<file path="config.mk">
export PLATFORM = sky130hd
export DESIGN_NAME = demux4_dist
export DESIGN_NICKNAME = d
export VERILOG_FILES = /design/src/rtl/demux4_dist.sv
export SDC_FILE = /design/constraint.sdc
export NUM_CORES = 1
export LEC_CHECK = 0
export ABC_CLOCK_PERIOD_IN_PS = 2300
export BUFFER_PORTS_ARGS = -buffer_cell sky130_fd_sc_hd__buf_2
export CORE_MARGIN = 2
export CORE_UTILIZATION = 30
export DETAILED_ROUTE_END_ITERATION = 8
export SLEW_MARGIN = 20
export SYNTH_ARGS = -nofsm -noshare
export SYNTH_HDL_FRONTEND = slang
export SYNTH_SLANG_ARGS = --single-unit
</file>
<file path="constraint.sdc">
create_clock -name clk -period 2.3 [get_ports clk]
set_input_delay 0.345 -clock clk [delete_from_list [all_inputs] [get_ports clk]]
set_output_delay 0.345 -clock clk [all_outputs]
set_load 0.02 [all_outputs]
</file>
<file path="src/rtl/demux4_dist.sv">
// demux4_dist: registered 1-to-4 data distributor.
//
// Accepts one word per cycle on a valid/ready input and routes it to one of
// four output channels, each backed by a one-entry holding register with its
// own valid/ready handshake. The channel is chosen by priority-decoded selects
// s0 > s1 > s2 > default channel 3.
//
// Parameters:
//   width            data word width in bits (>= 1)
//
// Ports:
//   clk              clock, all state updates on posedge
//   rst              synchronous active-high reset
//   din              input data word
//   s0, s1, s2       priority channel selects (none set -> channel 3)
//   din_vld          input word valid
//   din_rdy          input ready (combinational from selects and target state)
//   dout0..dout3     channel data registers
//   vld0..vld3       channel holds a valid word
//   rdy0..rdy3       channel consumer accepts this cycle
//   occ              registered count of occupied channels, 0..4
//
// Optional feature (define DEMUX4_DIST_CHK_EN, simulation only):
//   reports more than one select set while din_vld is high and ends the
//   simulation on the following posedge; drives din_rdy and vld0..3 to X
//   while any select or din_vld is X/Z.

module demux4_dist #(
    parameter int unsigned width = 16
) (
    input  logic             clk,
    input  logic             rst,
    input  logic [width-1:0] din,
    input  logic             s0,
    input  logic             s1,
    input  logic             s2,
    input  logic             din_vld,
    output logic             din_rdy,
    output logic [width-1:0] dout0,
    output logic [width-1:0] dout1,
    output logic [width-1:0] dout2,
    output logic [width-1:0] dout3,
    output logic             vld0,
    output logic             vld1,
    output logic             vld2,
    output logic             vld3,
    input  logic             rdy0,
    input  logic             rdy1,
    input  logic             rdy2,
    input  logic             rdy3,
    output logic [2:0]       occ
);

    logic [1:0]       tgt;
    logic [3:0]       rdy_vec;
    logic [3:0]       vld_q;
    logic [3:0]       vld_nxt;
    logic [2:0]       occ_nxt;
    logic             din_rdy_core;
    logic             accept;
    logic [width-1:0] dout_q [4];

    assign rdy_vec = {rdy3, rdy2, rdy1, rdy0};

    // Priority decode of the selects.
    always_comb begin
        tgt = 2'd3;
        if (s0)      tgt = 2'd0;
        else if (s1) tgt = 2'd1;
        else if (s2) tgt = 2'd2;
    end

    // A channel can take a word when empty or when it drains in the same cycle.
    assign din_rdy_core = ~vld_q[tgt] | rdy_vec[tgt];
    assign accept       = din_vld & din_rdy_core;

    // Drain first, then let an accept set the target bit back, so a
    // simultaneous drain+accept keeps the channel valid.
    always_comb begin
        vld_nxt = vld_q & ~rdy_vec;
        if (accept) vld_nxt[tgt] = 1'b1;
        occ_nxt = {2'b00, vld_nxt[0]} + {2'b00, vld_nxt[1]}
                + {2'b00, vld_nxt[2]} + {2'b00, vld_nxt[3]};
    end

    always_ff @(posedge clk) begin
        if (rst) begin
            vld_q <= '0;
            occ   <= '0;
            for (int unsigned k = 0; k < 4; k++) dout_q[k] <= '0;
        end else begin
            vld_q <= vld_nxt;
            occ   <= occ_nxt;
            for (int unsigned k = 0; k < 4; k++) begin
                if (accept && (tgt == k[1:0])) dout_q[k] <= din;
            end
        end
    end

    assign dout0 = dout_q[0];
    assign dout1 = dout_q[1];
    assign dout2 = dout_q[2];
    assign dout3 = dout_q[3];

`ifdef DEMUX4_DIST_CHK_EN
    logic ctl_unknown = 1'b0;
    logic sel_err     = 1'b0;

    always @(s0, s1, s2, din_vld)
        ctl_unknown <= #0.2 $isunknown({s0, s1, s2, din_vld});

    always @(posedge clk) begin
        if (sel_err) $finish;
        if (din_vld === 1'b1 && (int'(s0) + int'(s1) + int'(s2)) > 1) begin
            $display("demux4_dist error, select signal above 1");
            sel_err <= 1'b1;
        end
    end

    assign din_rdy = ctl_unknown ? 1'bx : din_rdy_core;
    assign vld0    = ctl_unknown ? 1'bx : vld_q[0];
    assign vld1    = ctl_unknown ? 1'bx : vld_q[1];
    assign vld2    = ctl_unknown ? 1'bx : vld_q[2];
    assign vld3    = ctl_unknown ? 1'bx : vld_q[3];
`else
    assign din_rdy = din_rdy_core;
    assign vld0    = vld_q[0];
    assign vld1    = vld_q[1];
    assign vld2    = vld_q[2];
    assign vld3    = vld_q[3];
`endif

endmodule

</file>
==> results.md <==
- Share of the synthesized area in the top cell type: 0.704
- CP arrival: 2.05 ns
- Yosys synthesis warning count: 0
- Reg area: 2060 um2
- Syn avg cell area: 13.8 um2
- Kind of critical path: input port to register
- Netlist cell types: 23
- Fillers: 829
- Final hold violation count: 0
- Antenna viol nets, final: 0
- GPL Wtd Cong: 0.777
- Period minus WS final: 1.82 ns
- Hold Crit Class: input port to register
- Most used DFF post-synth: edfxtp_1
- RSZ-0062 raised after global routing: no
- Max FO, Critical Path: 5
- GR Util All Layers: 0.134
- Layout Skew: 0.00784 ns
- Routed WL: 6450 um
- Period utilization: 0.792
- NumNets Final: 335
- TritonCTS clock tree: built
- Top cells by area, synth: edfxtp_1 (70%), nor2_1 (8.7%), nand2b_1 (5.7%)
- Wirelength per Cell: 15.4 um
- Clk_lat worst skew: 0.33 ns
- Min setup slack post-route: 0.478 ns
- Postcts setup bufs: 0
- Yosys reg bits: 71
- CTS Buffer Depth: 2
- Tightest Pin Transition: 0.406 ns
- Root buf cell: clkbuf_8
- Post-CTS Resized: 0
- Number of global-route vias before repair: 1,823
- Cts hold-fix bufs: 0
- Most instantiated cells after synthesis: edfxtp_1 (64), nor2_1 (63), nand2b_1 (25)
- Peak VDD IR: 0.293 mV
- I/O pins: 98
- Die Wd: just under 100 um
- Worst Setup End Kind: register
- Worst reg-to-reg setup slack: 0.56 ns
- Vias per cell: 4.40
- Final std cells w/o fill: 419
- Share of layout cells above drive strength 1: 0.399
- Ys async rst share: 0
- Final Util: 0.407
- Placeable core area: 8760 um2
- # clock sinks: 71
- Setup violations, final: 0
- Most common cell in the netlist: edfxtp_1
- Syn_nets: 227
- PortBufs: 97
- Rows: 34
- DIE HEIGHT: 99.4 um
- Status: finished clean
- Post-DP HPWL: about 4800 um
- Number of max-cap violations: 0
- Startpoint types: input port
- Worst-path clk slew: 0.07 ns
- Register area share after synthesis: 0.756
- Post-synth EDFFs: 64
- Total gr overflow: 0
- Pin count of the biggest net entering global routing: 19
- Worst EP required: 2.53 ns
- Gate Count Post-Synth: 198
- Num CTS Buffers: 9
- H-Tree Depth: 3
- DP Cell Count: 403
- LEAKAGE: 1.51 nW
- 1st-pass router iterations: 4
- DRC: 0
- Global-route wire length before repair: 9710 um
- Fmax: 0.549 GHz
- Multi-input gate area: 613 um2
- Setup TNS: 0 ns
- Pre-CTS WS: 0.141 ns
- # diodes: 0
- DIE AREA: 9880 um2
- Initial antenna violation count: 1
- Initial Utilization: 0.311
- Layout area overhead: 30.6%
- Pwr dens: 778 nW/um2
- Max_slew headroom: 0.729
- Mapped Area: between 2000 and 3000 um2
- Final Max Slew Viols: 0
- Area leader, netlist: edfxtp_1
- Vias: 1,845
- First DRT Iteration DRCs: 60
## final timing paths
kind,from,to,depth (start not counted)
min,rst,vld_q[2]$_SDFF_PP0_,2
max reg2reg,vld_q[3]$_SDFF_PP0_,occ[1]$_SDFF_PP0_,6
max,s1,occ[1]$_SDFF_PP0_,8
min reg2reg,vld_q[0]$_SDFF_PP0_,vld_q[0]$_SDFF_PP0_,2
## worst max-delay path, stage by stage
cell and delay (ns):
buf_2 0.14, nor3_1 0.31, nand2_1 0.12, nand2_1 0.11, fa_1 0.44, ha_1 0.20, ha_1 0.26, nor2b_1 0.12
## logic make-up after synthesis
logic type | after synthesis | synth area share
AOI/OAI and AO/OA | 6 | 0.0124
buffers and inverters | 9 | 0.0197
adders and majority gates | 3 | 0.0165
and+or+nand+nor | 109 | 0.196
DFF | 71 | 0.756
## where the power goes
| group | internal (mW) | leakage, nW | switching, mW |
|---|---|---|---|
| Clock | 0.491 | 0.0941 | 0.450 |
| Combinational | 0.105 | 0.709 | 0.224 |
| Sequential | 1.48 | 0.709 | 0.0212 |
| Total | 2.08 | 1.51 | 0.695 |
## placed cells by master (no fill, tap or decap)
cell type / count
clkbuf_8: 9
a21oi_1: 4
buf_4: 8
dfxtp_1: 7
nand2_1: 8
nand2b_1: 25
nand3b_4: 1
bufinv_16: 1
nor3b_1: 1
edfxtp_1: 64
clkinv_4: 1
nor3_1: 1
fa_1: 1
nand4b_1: 1
buf_2: 97
nand3b_1: 1
nor2b_1: 3
nand3_1: 2
nand4b_2: 1
a22oi_1: 1
nor2_2: 1
clkinvlp_4: 1
clkinv_2: 2
ha_1: 2
nor2_1: 63
nand4_2: 1
clkinv_1: 2
buf_12: 1
a31oi_1: 1
## stage by stage
stage	instance area, um2	hold slack [ns]	total power [mW]
3_5_place_dp	3380	0.552	1.87
4_1_cts	3560	0.305	2.80
6_report	3560	0.326	2.77
3_3_place_gp	3380	0.544	1.86
5_1_grt	3560	0.337	2.89
2_1_floorplan	2730	0.502	1.72
## flip-flops by register name (all words and copies together), names as in the netlist
signal / count
dout_q: 64
occ: 3
vld_q: 4
## final cells by class
type	instances	share of cell area
well taps	108	0.0379
multi-input cells	118	0.172
clock inverters	7	0.0179
clock buffers	9	0.0348
repair buffers	106	0.159
flip-flops and latches	71	0.579
## metal layers
metal | wire length, um | global-route usage | vias to the layer above
li1 | - | - | 893
met1 | 2720 | 0.168 | 855
met2 | 2960 | 0.208 | 83
met3 | 651 | 0.0534 | 12
met4 | 100 | 0.0506 | 2
met5 | 20 | 0 | -
(Power assumes the default switching activity.)
